$ cat src/rtl/shift_ram_reader.sv
// rtl/shift_ram_reader.sv - line-buffer shift RAM read-side serialiser
//
// Fetches whole rows from the shift RAM through a registered read address and
// streams each row as LENGTH words of DATA_WIDTH bits, LSB word (oldest) first,
// on a valid/ready stream. One command streams num_rows consecutive rows
// starting at start_row, wrapping from DEPTH-1 to 0.
//
// Optional build macro: SHIFT_RAM_READER_PREFETCH_EN
//   undefined : one FETCH bubble between rows, rd_addr moves only at row boundaries
//   defined   : next row address is presented while the current row streams,
//               giving back-to-back rows with no bubble
//
// Ports:
//   clk, rst          clock, synchronous active-high reset
//   start             command strobe, sampled only when idle
//   start_row         first row of the command (< DEPTH)
//   num_rows          rows to stream, 0 completes with no data
//   rd_addr           registered read address to the shift RAM
//   line_in           shift RAM read data for rd_addr (combinational)
//   dout              current word
//   dout_valid        word available
//   dout_ready        downstream accepts
//   dout_last         final word of the final row
//   busy              command in progress
//   done              one-cycle completion pulse

module shift_ram_reader #(
   parameter int DEPTH      = 16,
   parameter int DATA_WIDTH = 16,
   parameter int LENGTH     = 25
) (
   input  logic                         clk,
   input  logic                         rst,
   input  logic                         start,
   input  logic [7:0]                   start_row,
   input  logic [7:0]                   num_rows,
   output logic [7:0]                   rd_addr,
   input  logic [DATA_WIDTH*LENGTH-1:0] line_in,
   output logic [DATA_WIDTH-1:0]        dout,
   output logic                         dout_valid,
   input  logic                         dout_ready,
   output logic                         dout_last,
   output logic                         busy,
   output logic                         done
);

   localparam int LINE_W = DATA_WIDTH * LENGTH;
   localparam int CNT_W  = $clog2(LENGTH + 1);
   localparam logic [CNT_W-1:0] LAST_WORD = CNT_W'(LENGTH - 1);
   localparam logic [7:0]       LAST_ROW  = 8'(DEPTH - 1);
   localparam logic             ONE_WORD  = (LENGTH == 1);

   typedef enum logic [1:0] {
      S_IDLE   = 2'd0,
      S_FETCH  = 2'd1,
      S_STREAM = 2'd2,
      S_DONE   = 2'd3
   } state_t;

   state_t            state;
   logic [LINE_W-1:0] line_buf;
   logic [CNT_W-1:0]  word_cnt;
   logic [7:0]        rows_left;

   logic [7:0] next_addr;
   logic       xfer;
   logic       final_word;

   assign next_addr  = (rd_addr == LAST_ROW) ? 8'd0 : rd_addr + 8'd1;
   assign xfer       = dout_valid & dout_ready;
   assign final_word = (word_cnt == LAST_WORD);
   assign dout       = line_buf[DATA_WIDTH-1:0];

   always_ff @(posedge clk) begin
      if (rst) begin
         state      <= S_IDLE;
         rd_addr    <= 8'd0;
         line_buf   <= '0;
         word_cnt   <= '0;
         rows_left  <= 8'd0;
         dout_valid <= 1'b0;
         dout_last  <= 1'b0;
         busy       <= 1'b0;
         done       <= 1'b0;
      end else begin
         case (state)
            S_IDLE: begin
               if (start) begin
                  busy <= 1'b1;
                  if (num_rows != 8'd0) begin
                     rd_addr   <= start_row;
                     rows_left <= num_rows;
                     state     <= S_FETCH;
                  end else begin
                     done  <= 1'b1;
                     state <= S_DONE;
                  end
               end
            end

            S_FETCH: begin
               line_buf   <= line_in;
               word_cnt   <= '0;
               dout_valid <= 1'b1;
               dout_last  <= (rows_left == 8'd1) && ONE_WORD;
               state      <= S_STREAM;
`ifdef SHIFT_RAM_READER_PREFETCH_EN
               // Present the following row now so it is ready at handoff.
               if (rows_left > 8'd1)
                  rd_addr <= next_addr;
`endif
            end

            S_STREAM: begin
               if (xfer) begin
                  if (final_word && rows_left == 8'd1) begin
                     line_buf   <= line_buf >> DATA_WIDTH;
                     word_cnt   <= word_cnt + CNT_W'(1);
                     dout_valid <= 1'b0;
                     dout_last  <= 1'b0;
                     done       <= 1'b1;
                     state      <= S_DONE;
                  end else if (final_word) begin
                     rows_left <= rows_left - 8'd1;
`ifdef SHIFT_RAM_READER_PREFETCH_EN
                     // rd_addr already points at the next row; load it directly.
                     line_buf  <= line_in;
                     word_cnt  <= '0;
                     dout_last <= (rows_left == 8'd2) && ONE_WORD;
                     if (rows_left > 8'd2)
                        rd_addr <= next_addr;
`else
                     line_buf   <= line_buf >> DATA_WIDTH;
                     word_cnt   <= word_cnt + CNT_W'(1);
                     rd_addr    <= next_addr;
                     dout_valid <= 1'b0;
                     dout_last  <= 1'b0;
                     state      <= S_FETCH;
`endif
                  end else begin
                     line_buf  <= line_buf >> DATA_WIDTH;
                     word_cnt  <= word_cnt + CNT_W'(1);
                     // Flag the word that becomes current after this shift.
                     dout_last <= (rows_left == 8'd1) &&
                                  ((word_cnt + CNT_W'(1)) == LAST_WORD);
                  end
               end
            end

            S_DONE: begin
               done  <= 1'b0;
               busy  <= 1'b0;
               state <= S_IDLE;
            end

            default: begin
               state <= S_IDLE;
            end
         endcase
      end
   end

endmodule

$ cat config.mk
export PLATFORM = sky130hd
export DESIGN_NAME = shift_ram_reader
export DESIGN_NICKNAME = d
export VERILOG_FILES = /design/src/rtl/shift_ram_reader.sv
export SDC_FILE = /design/constraint.sdc
export NUM_CORES = 1
export LEC_CHECK = 0
export CAP_MARGIN = 40
export CORE_AREA = 4 4 305 277
export DETAILED_ROUTE_END_ITERATION = 16
export DIE_AREA = 0 0 309 281
export HOLD_SLACK_MARGIN = 0.1
export SLEW_MARGIN = 20
export SYNTH_ARGS = -nofsm -noshare
export SYNTH_HDL_FRONTEND = slang
export SYNTH_SLANG_ARGS = --single-unit
$ cat constraint.sdc
create_clock -name clk -period 1.98 [get_ports clk]
set_input_delay 0.495 -clock clk [delete_from_list [all_inputs] [get_ports clk]]
set_output_delay 0.495 -clock clk [all_outputs]
set_load 0.02 [all_outputs]
Yosys cells after proc, flatten, opt, wreduce, memory -nomap -nowiden
Index checks and enable logic that the tools add are counted.
- register bits: 427
- input port bits: 420
- word-level logic and storage cells: 80
- add/sub/neg operators: 3
- eq/ne operators: 15
- mux-type cells: 38
- bitwise logic cells: 1
- reduce and logical (&&, ||, !) cells: 14
- operators by type and width (operator ; number):
    400-bit one-hot mux with 2 select lines ; 1
    400-bit 2-to-1 mux ; 1
    8-bit 2-to-1 mux ; 11
    8-bit one-hot mux with 2 select lines ; 2
    2-bit != test (second input constant) ; 7
    1-bit 2-to-1 mux ; 11
    5-bit == test (second input constant) ; 2
    2-bit 2-to-1 mux ; 5
    5-bit one-hot mux with 2 select lines ; 1
    8-bit by 1-bit adder with 8-bit output (second input constant) ; 1
    8-bit by 1-bit == test with 1-bit output (second input constant) ; 1
    8-bit by 4-bit == test with 1-bit output (second input constant) ; 1
    2-bit one-hot mux with 4 select lines ; 1
    8-bit nonzero test ; 1
    8-bit by 1-bit subtractor with 8-bit output (second input constant) ; 1
    1-bit one-hot mux with 2 select lines ; 3
    3-bit AND reduction ; 2
    6-bit AND reduction ; 1
    2-bit nonzero test ; 3
    5-bit by 1-bit adder with 5-bit output (second input constant) ; 1
    5-bit 2-to-1 mux ; 1
    5-bit AND reduction ; 1
    2-bit == test (second input constant) ; 2
    2-bit AND reduction ; 2
    other kinds (7) ; 8

Logic depth before layout (Yosys ltp)
Gate-level depths: netlist (run 1).
- depth after elaboration: 7
- gate-level depth with buffers: 8

Worst setup path after synthesis (run 1)
No wires, ideal clock.
- kind: in2reg
- start: input num_rows[2]
- end: register rd_addr[0]
- setup time: 79 ps
- data arrival time: 2039 ps
- slack: -139 ps
- stages on the path: 6
- buffers on the path: 1
- cell sequence: or4_1 or4b_4 nand3b_4 buf_8 a221oi_1 a211oi_2
- word-level cells in the longest chain between the ends: 3
- RTL lines (item ; RTL line ; RTL):
    from (decl) ; 36 ; input logic [7:0] num_rows,
    8-bit nonzero test ; 90 ; if (num_rows != 8'd0) begin
    2-bit != test (no source line) ; n/a ;
    6-bit AND reduction (no source line) ; n/a ;
    to (signal assigned) ; 91 ; rd_addr <= start_row;
    to (signal assigned) ; 135 ; rd_addr <= next_addr;
    to (decl) ; 37 ; output logic [7:0] rd_addr,
Every way passes these cells.
A chain may end at the register's enable or synchronous reset.

Worst setup path after layout (run 1)
- start: register rows_left[7]
- end: register rd_addr[1]
- word-level cells in the longest chain between the ends: 4
- RTL lines (item ; RTL line ; RTL):
    from (decl) ; 63 ; logic [7:0] rows_left;
    from (signal assigned) ; 92 ; rows_left <= num_rows;
    from (signal assigned) ; 124 ; rows_left <= rows_left - 8'd1;
    8-bit by 1-bit == test with 1-bit output ; 116 ; if (final_word && rows_left == 8'd1) begin
    1-bit logical AND ; 116 ;
    2-bit != test (no source line) ; n/a ;
    6-bit AND reduction (no source line) ; n/a ;
Every way passes these cells.

==> results.toml, run 1 <==
[clocking]
cts_root_buf = "clkbuf_16"
cts_buffer_depth = 3
cts_tree = "yes"
cts_sinks = 427
numCtsBuffers = 49
cts.clk_slew.worst_paths_ns = 0.06
worstSkewPairLatency_ns = 0.58
cts_hold_buf = 0
htree_levels = 2

[place]
portBuffers = 447
dp_hpwl_um = 50600
dp_worst_setup_slack_ns = -0.647
place.gp.congestion = 0.796

[grt]
grt_first_pass_wirelength_um = 104000
grt_max_degree = 116
grt_pass1_vias = 17800
grt_antenna_before_repair = 5
grt_usage_pct = 15.2
grt_overflow_total = 0

[floorplanning]
coreArea_um2 = 81000
design.die.area_um2 = 86800
ios = 448
initial_core_util_pct = 22.9
die_w_um = 309
die_h_um = 281
core.rowCount = 99

[synthesis]
synth_ff_type = "dfxtp_1"
postSynthNetCount = 2858
ys_async_sr_fraction_pct = 0
netlist_area_um2 = 18600
syn_area_per_cell_um2 = 7.63
synth-seq-cells = 427
synth_warnings = 0
seq_area_frac_synth_pct = 46.1
synth_edf_count = 0
synthCells = 2432
synthDistinctLibCells = 47

[sta]
maxSlewViolCount = 0
hold_viol_final = 0
rsz0062_at_grt = "true"
skew_ns = 0.0198
maxSlewHeadroom_pct = 63.9
setup_viol = 16
fin_crit_sh_pct = 104
worst_slack_ns = -0.0808
worst_pin_slew_ns = 0.541
setup_tns_ns = -0.994
clock.fmax_ghz = 0.485
period_minus_slack_ns = 2.06

[setup_path]
cp.required_ns = 2.43
crit_type = "reg2reg"
crit_fanout = 13
worstSetupStartpointType = "register"
cp.arrival_ns = 2.51
cp-end-kind = "register"

[detailed_routing]
drcViolationCount = 0
num_vias = 18500
wl_per_cell_um = 17.9
ant_nets = 0
totalWireLength_um = 70500
viasPerCell = 4.70
firstDrtPassIters = 5
drtIter0Drc = 1408

[cells_and_area]
final_util_pct = 33.2
syn_to_final_growth_pct = 44.8
regArea_um2 = 8550
fin_nets = 3259
fillers = 8592
multiInputGateArea_um2 = 9090
drive_above_1_share_pct = 9.28

[pwr]
comb_power_share_pct = 18.2
seq_power_share_pct = 43.2
p_leak_nw = 9.76
pwr-share-clk_pct = 38.5
p_int_mw = 16.3
swShare_pct = 27.8
power.switching_mw = 6.27
p_total_mw = 22.5
powerDensity_nw_per_um2 = 838
peakVddDrop_v = 0.000483

[status]
violations = "negative setup slack"
outcome = "finished, violations left"

[run]
maxCapViolations = 0

[worst_hold_path]
hp-class = "in2reg"
metrics by stage:
| step | hold WS (ns) | instance area [µm²] | std cells |
|---|---|---|---|
| CTS | 0.319 | 26400 | 3914 |
| floorplan | 0.455 | 18600 | 2432 |
| global placement | 0.442 | 24800 | 3822 |
| global route | 0.355 | 26900 | 3927 |
| detailed placement | 0.466 | 24800 | 3822 |
| finish | 0.357 | 26900 | 3931 |
state kept, by name, indices dropped and copies added, names as in the netlist:
register,count
busy,1
done,1
dout_last,1
dout_valid,1
line_buf,400
rd_addr,8
rows_left,8
state,2
word_cnt,5
cells in the mapped netlist, drive strengths merged (8+ instances only):
library cell | instances | share of area, %
o21ai | 12 | 0.32
clkbuf | 204 | 4.1
a21oi | 32 | 0.86
buf | 44 | 1.5
a311oi | 384 | 18
dfxtp | 427 | 46
nor2 | 422 | 8.5
nand2 | 792 | 16
a22oi | 16 | 0.65
nand3 | 11 | 0.30
nor3 | 9 | 0.24
inv | 8 | 0.16
area by class of cell:
type	instances	area share, %
antenna	4	0.0372
clock buffer	68	5.05
clock inverter	17	0.503
inverter	8	0.112
multi-input combinational	1749	33.8
sequential	427	31.8
tap	1060	4.93
timing repair buffer	598	23.7
cell usage in the layout (no fill, tap or decap), types with 5 or more instances in the layout:
| cell | n |
|---|---|
| buf_16 | 12 |
| ha_1 | 5 |
| a21oi_1 | 25 |
| clkbuf_1 | 13 |
| o21ai_0 | 7 |
| or2_2 | 6 |
| buf_12 | 24 |
| nor4_1 | 5 |
| clkbuf_16 | 59 |
| buf_6 | 10 |
| nand3_1 | 11 |
| dfxtp_1 | 424 |
| dlygate4sd2_1 | 25 |
| a21oi_2 | 6 |
| nand2b_1 | 5 |
| inv_1 | 6 |
| clkbuf_8 | 6 |
| a22oi_1 | 16 |
| nand2_1 | 791 |
| clkdlybuf4s50_1 | 418 |
| nor2_1 | 422 |
| buf_4 | 92 |
| a21o_1 | 6 |
| nor3_1 | 8 |
| clkinv_2 | 8 |
| a311oi_1 | 382 |
timing repair:
item / in CTS / in global routing
pin swaps: 4 / 23
endpoints found under the setup margin: 411 / 276
buffers inserted: 6 / 3
gates cloned: 1 / 10
resized for setup: 38 / 47
path summary, 6_finish.rpt:
kind,slack [ns],startpoint,depth (start not counted),end
worst max register to register,-0.08,rows_left[7]$_SDFFE_PP0P_,6,rd_addr[1]$_SDFFE_PP0P_
worst max-delay path,-0.08,rows_left[7]$_SDFFE_PP0P_,6,rd_addr[1]$_SDFFE_PP0P_
worst min-delay path,0.36,rst,2,line_buf[75]$_SDFFE_PP0P_
worst min register to register,0.46,dout_last$_SDFFE_PP0P_,2,dout_last$_SDFFE_PP0P_
power by group through the flow:
| stage | Combinational (mW) | Clock [mW] | Sequential [mW] |
|---|---|---|---|
| 5_1_grt | 4.55 | 9.33 | 9.84 |
| 4_1_cts | 3.95 | 8.97 | 9.75 |
| 6_report | 4.11 | 8.69 | 9.74 |
| 2_1_floorplan | 2.13 | 0 | 9.79 |
| 3_3_place_gp | 3.89 | 0 | 9.92 |
| 3_5_place_dp | 3.92 | 0 | 9.93 |
layer usage:
| layer | global-route usage [%] | wire (µm) |
|---|---|---|
| met2 | 25.0 | 32400 |
| met5 | 0 | 40 |
| met1 | 20.7 | 32300 |
| met3 | 3.23 | 4450 |
| met4 | 3.12 | 1220 |
kinds of logic (layout without fill, tap and decap cells):
kind of cell / Yosys count / in the layout / share of synthesized area [%]
AO/OA/AOI/OAI: 469 / 469 / 21.1
AND/OR/NAND/NOR: 1272 / 1272 / 26.6
flip-flops: 427 / 427 / 46.1
XOR/XNOR: 2 / 2 / 0.0944
buffers and inverters: 256 / 691 / 5.77
adder cells (fa/ha/maj): 6 / 6 / 0.404
other: 0 / 4 / 0
critical path: stages (launching register included):
cell	delay [ns]
dfxtp_2	0.32
or4_4	0.53
or4_4	0.58
nand3b_4	0.17
clkbuf_16	0.19
a21o_1	0.10
a21oi_2	0.05
No activity file was read; power rests on OpenSTA's default activity.
==> run 2: changes to the inputs <==
Settings changed: RECOVER_POWER set to 25.
==> results.toml, run 2 (synthesized netlist as in run 1, its figures left out) <==
[pwr]
power.switching_mw = 6.27
comb_power_share_pct = 18.2
peakVddDrop_v = 0.000483
seq_power_share_pct = 43.2
swShare_pct = 27.8
p_int_mw = 16.3
pwr-share-clk_pct = 38.6
p_leak_nw = 9.74
powerDensity_nw_per_um2 = 839

[cells_and_area]
layout_common_cells = "791 x nand2_1, 424 x dfxtp_1, 422 x nor2_1"
fin_cells = 3931
stdcell_area_um2 = 26900
drive_above_1_share_pct = 9.14
syn_to_final_growth_pct = 44.7
fin_nets = 3259
largest_reg_flops = 400
reg_top3 = "line_buf: 400 flops, rd_addr: 8 flops, rows_left: 8 flops"
final_common_cell = "nand2_1"
fillers = 8596
regMostFlops = "line_buf"

[grt]
grt_usage_pct = 15.2
grt_pass1_vias = 17800
grt_max_degree = 116
grt_antenna_before_repair = 5
grt_overflow_total = 0
grt_first_pass_wirelength_um = 104000

[sta]
hold_viol_final = 0
setup_viol = 17
maxSlewViolCount = 0
maxSlewHeadroom_pct = 63.9
skew_ns = 0.0199
clock.fmax_ghz = 0.485
rsz0062_at_grt = "true"
hold_slack_ns = 0.357
worst_pin_slew_ns = 0.541
fin_crit_sh_pct = 104
worst_slack_ns = -0.0810
period_minus_slack_ns = 2.06

[detailed_routing]
totalWireLength_um = 70400
ant_nets = 0
num_vias = 18500
firstDrtPassIters = 5
wl_per_cell_um = 17.9
drcViolationCount = 0
drtIter0Drc = 1405
viasPerCell = 4.71

[place]
place_area_um2 = 24800
portBuffers = 447
dp.cells = 3822
dp_hpwl_um = 50600
place.gp.congestion = 0.796

[setup_path]
reg2reg_from = "rows_left[7]$_SDFFE_PP0P_"
worstSetupStartpointType = "register"
crit_family = "simple AND/OR/NAND/NOR gates"
crit_chain = "or4_4 -> or4_4 -> nand3b_4 -> clkbuf_16 -> a21o_1 -> a21oi_2"
cp_slowest_cell = "or4_4"
cp.arrival_ns = 2.51
cp.required_ns = 2.43
cp-end-kind = "register"
crit_start = "rows_left[7]$_SDFFE_PP0P_"
max_stage_delay_ns = 0.58
crit_fanout = 13
path_common_cell = "or4_4"
path_buf_inv = 1
crit_type = "reg2reg"

[clocking]
numCtsBuffers = 49
cts.clk_slew.worst_paths_ns = 0.06
htree_levels = 2
cts_sinks = 427
cts_root_buf = "clkbuf_16"
cts_tree = "yes"
worstSkewPairLatency_ns = 0.58
cts_buffer_depth = 3
cts_hold_buf = 0

[floorplanning]
design.die.area_um2 = 86800
initial_core_util_pct = 22.9
core.rowCount = 99
die_h_um = 281
coreArea_um2 = 81000
die_w_um = 309
ios = 448

[run]
maxCapViolations = 0

[status]
violations = "negative setup slack"
outcome = "finished, violations left"

[worst_hold_path]
worst_hold_startpoint = "rst"
hp-class = "in2reg"
-- run 2: worst paths after layout --
kind	depth (start not counted)	slack [ns]	to
worst max-delay path	6	-0.08	rd_addr[1]$_SDFFE_PP0P_
worst min-delay path	2	0.36	line_buf[75]$_SDFFE_PP0P_
worst max register to register	6	-0.08	rd_addr[1]$_SDFFE_PP0P_
worst min register to register	2	0.46	dout_last$_SDFFE_PP0P_
-- run 2: metrics by stage --
step                      total power, mW  worst slack, ns  TNS [ns]  util, %
after floorplan                      11.9          -0.0647    -0.735        -
after global placement               13.8           -0.614   -161.34     30.6
after detailed placement             13.9           -0.647   -170.37     30.6
after CTS                            22.7          -0.0784    -0.242     32.5
after global routing                 23.7           -0.127     -3.01     33.1
final                                22.5          -0.0810    -0.997     33.2
-- run 2: layout make-up --
cell class	instances	area (µm²)	share of cell area, %
antenna	4	10.0	0.0373
clock buffer	68	1360	5.05
clock inverter	17	135	0.503
inverter	8	30.0	0.112
multi-input combinational	1749	9090	33.8
sequential	427	8550	31.8
tap	1060	1330	4.94
timing repair buffer	598	6360	23.7
-- run 2: what timing repair did --
action | CTS | global route
resized for setup | 38 | 47
endpoints found under the setup margin | 411 | 276
cloned | 1 | 10
pin swaps | 4 | 23
endpoints found under the hold margin | 0 | 0
setup buffers | 6 | 3
-- run 2: per-layer routing --
layer | up-vias | wire length (µm) | track usage, %
met5 | - | 40 | 0
met2 | 492 | 32400 | 25.0
met3 | 90 | 4490 | 3.23
li1 | 9294 | - | -
met1 | 8617 | 32300 | 20.7
met4 | 8 | 1220 | 3.12
-- run 2: worst reg2reg max path, delay by kind of cell, from the launching register on --
| family | cells | cell delay, ns |
|---|---|---|
| flip-flops | 1 | 0.32 |
| buffers and inverters | 1 | 0.19 |
| AO/OA/AOI/OAI | 2 | 0.16 |
| AND/OR/NAND/NOR | 3 | 1.28 |
-- run 2: power by group through the flow --
stage | Sequential (mW) | Clock, mW | Combinational, mW
after floorplan | 9.79 | 0 | 2.13
after global placement | 9.92 | 0 | 3.89
after detailed placement | 9.93 | 0 | 3.92
after CTS | 9.75 | 8.97 | 3.95
after global routing | 9.84 | 9.33 | 4.54
final | 9.74 | 8.69 | 4.10
==> run 3: changes to the inputs <==
Settings changed: PLACE_DENSITY set to 0.45, SKIP_LAST_GASP set to 1.
==> results.toml, run 3 (synthesized netlist as in run 1, its figures left out) <==
[setup_path]
cp_slowest_cell = "or4_4"
crit_family = "simple AND/OR/NAND/NOR gates"
r2r_slack_ns = -0.13
path_depth = 10
crit_fanout = 6
reg2reg_from = "word_cnt[1]$_SDFFE_PP0P_"
max_stage_delay_ns = 0.56
ff2ff_path_depth = 10
crit_chain = "inv_2 -> ha_4 -> nand4b_1 -> buf_4 -> or4_4 -> nand3b_4 -> buf_12 -> clkbuf_16 -> o21ai_1 -> a21oi_1"
worstSetupStartpointType = "register"
path_buf_inv = 4
cp-end-kind = "register"
crit_type = "reg2reg"
r2r_end = "rows_left[6]$_SDFFE_PP0P_"
cp.required_ns = 2.50
cp.arrival_ns = 2.63

[sta]
period_minus_slack_ns = 2.11
rsz0062_at_grt = "true"
maxSlewViolCount = 0
skew_ns = 0.0352
worst_pin_slew_ns = 0.360
worst_slack_ns = -0.130
setup_viol = 16
hold_viol_final = 0
clock.fmax_ghz = 0.474
maxSlewHeadroom_pct = 75.9
fin_crit_sh_pct = 107

[cells_and_area]
syn_to_final_growth_pct = 46.4
reg_top3 = "line_buf: 400 flops, rd_addr: 8 flops, rows_left: 8 flops"
fin_cells = 3955
fillers = 8588
multiInputGateArea_um2 = 9080
stdcell_area_um2 = 27200
fin_nets = 3277
regMostFlops = "line_buf"
final_util_pct = 33.5
final_common_cell = "nand2_1"
largest_reg_flops = 400
layout_common_cells = "789 x nand2_1, 422 x nor2_1, 422 x dfxtp_1"
regArea_um2 = 8550
drive_above_1_share_pct = 9.76

[clocking]
cts_root_buf = "clkbuf_16"
cts_tree = "yes"
cts_hold_buf = 0
numCtsBuffers = 51
worstSkewPairLatency_ns = 0.60
htree_levels = 2
cts.clk_slew.worst_paths_ns = 0.06
cts_sinks = 427
cts_buffer_depth = 3

[worst_hold_path]
hp-class = "in2reg"
worst_hold_startpoint = "rst"
holdPathEnd = "line_buf[73]$_SDFFE_PP0P_"
worstHoldPathCells = 2

[place]
dp_hpwl_um = 54000
place_area_um2 = 25000
dp.cells = 3843
place.gp.congestion = 0.800
dp_worst_setup_slack_ns = -0.626
portBuffers = 447

[pwr]
pwr-share-clk_pct = 40.1
swShare_pct = 27.6
p_int_mw = 16.8
p_leak_nw = 9.94
peakVddDrop_v = 0.000598
comb_power_share_pct = 18.0
power.switching_mw = 6.43
seq_power_share_pct = 41.9
powerDensity_nw_per_um2 = 857

[floorplanning]
coreArea_um2 = 81000
initial_core_util_pct = 22.9
die_w_um = 309
die_h_um = 281
core.rowCount = 99
ios = 448
design.die.area_um2 = 86800

[detailed_routing]
num_vias = 18900
ant_nets = 0
totalWireLength_um = 74000
viasPerCell = 4.77
wl_per_cell_um = 18.7
drcViolationCount = 0
drtIter0Drc = 1231
firstDrtPassIters = 5

[grt]
grt_first_pass_wirelength_um = 110000
grt_antenna_before_repair = 11
grt_overflow_total = 0
grt_usage_pct = 16.0
grt_pass1_vias = 18900
grt_max_degree = 108

[status]
outcome = "finished, violations left"
violations = "negative setup slack"

[run]
maxCapViolations = 0
run 3: changes by cell type in the layout (fill, tap and decap cells not counted), moves of 6 or more:
cell,delta
buf_12,+9
buf_4,+20
clkbuf_8,+7
clkinv_2,-6
run 3: timing repair:
item / in CTS / in global routing
cloned: 1 / 8
setup endpoints to repair: 47 / 259
pin swaps: 10 / 13
resized for setup: 43 / 35
hold endpoints to repair: 0 / 0
setup buffers: 3 / 3
run 3: worst max path at each step:
stage	start	slack (ns)	endpoint
3_5_place_dp	num_rows[7]	-0.63	state[1]$_SDFFE_PP0P_
3_3_place_gp	num_rows[7]	-0.62	rd_addr[5]$_SDFFE_PP0P_
4_1_cts	rows_left[5]$_SDFFE_PP0P_	-0.12	rows_left[1]$_SDFFE_PP0P_
6_report	word_cnt[1]$_SDFFE_PP0P_	-0.13	rows_left[6]$_SDFFE_PP0P_
2_1_floorplan	num_rows[7]	-0.06	rd_addr[5]$_SDFFE_PP0P_
5_1_grt	word_cnt[1]$_SDFFE_PP0P_	-0.20	rd_addr[1]$_SDFFE_PP0P_
run 3: power by group through the flow:
stage	Sequential [mW]	Combinational [mW]	Clock [mW]
finish	9.75	4.20	9.33
global route	9.84	4.63	9.95
CTS	9.76	4.09	9.62
detailed placement	9.94	4.06	0
global placement	9.93	4.02	0
floorplan	9.79	2.13	0
run 3: metal layers:
metal | wire, µm | GRT usage (%) | part of all wire (%)
met4 | 1220 | 3.54 | 1.6
met3 | 3920 | 2.77 | 5.3
met1 | 34000 | 21.5 | 46
met5 | 10 | 0 | 0.014
met2 | 34900 | 27.0 | 47
run 3: per-stage QoR:
step / setup TNS, ns / power, mW / hold WS [ns]
5_1_grt: -3.05 / 24.4 / 0.220
3_3_place_gp: -167.22 / 14.0 / 0.448
3_5_place_dp: -176.33 / 14.0 / 0.459
4_1_cts: -1.38 / 23.5 / 0.204
2_1_floorplan: -0.735 / 11.9 / 0.455
6_report: -1.63 / 23.3 / 0.249
run 3: area by class of cell:
class                   instances  area share, %
repair buffers                614           23.9
clock inverters                 8          0.419
clock buffers                  82           5.68
multi-input cells            1749           33.4
inverters                       8          0.111
diodes                          7         0.0645
well taps                    1060           4.88
flip-flops and latches        427           31.5
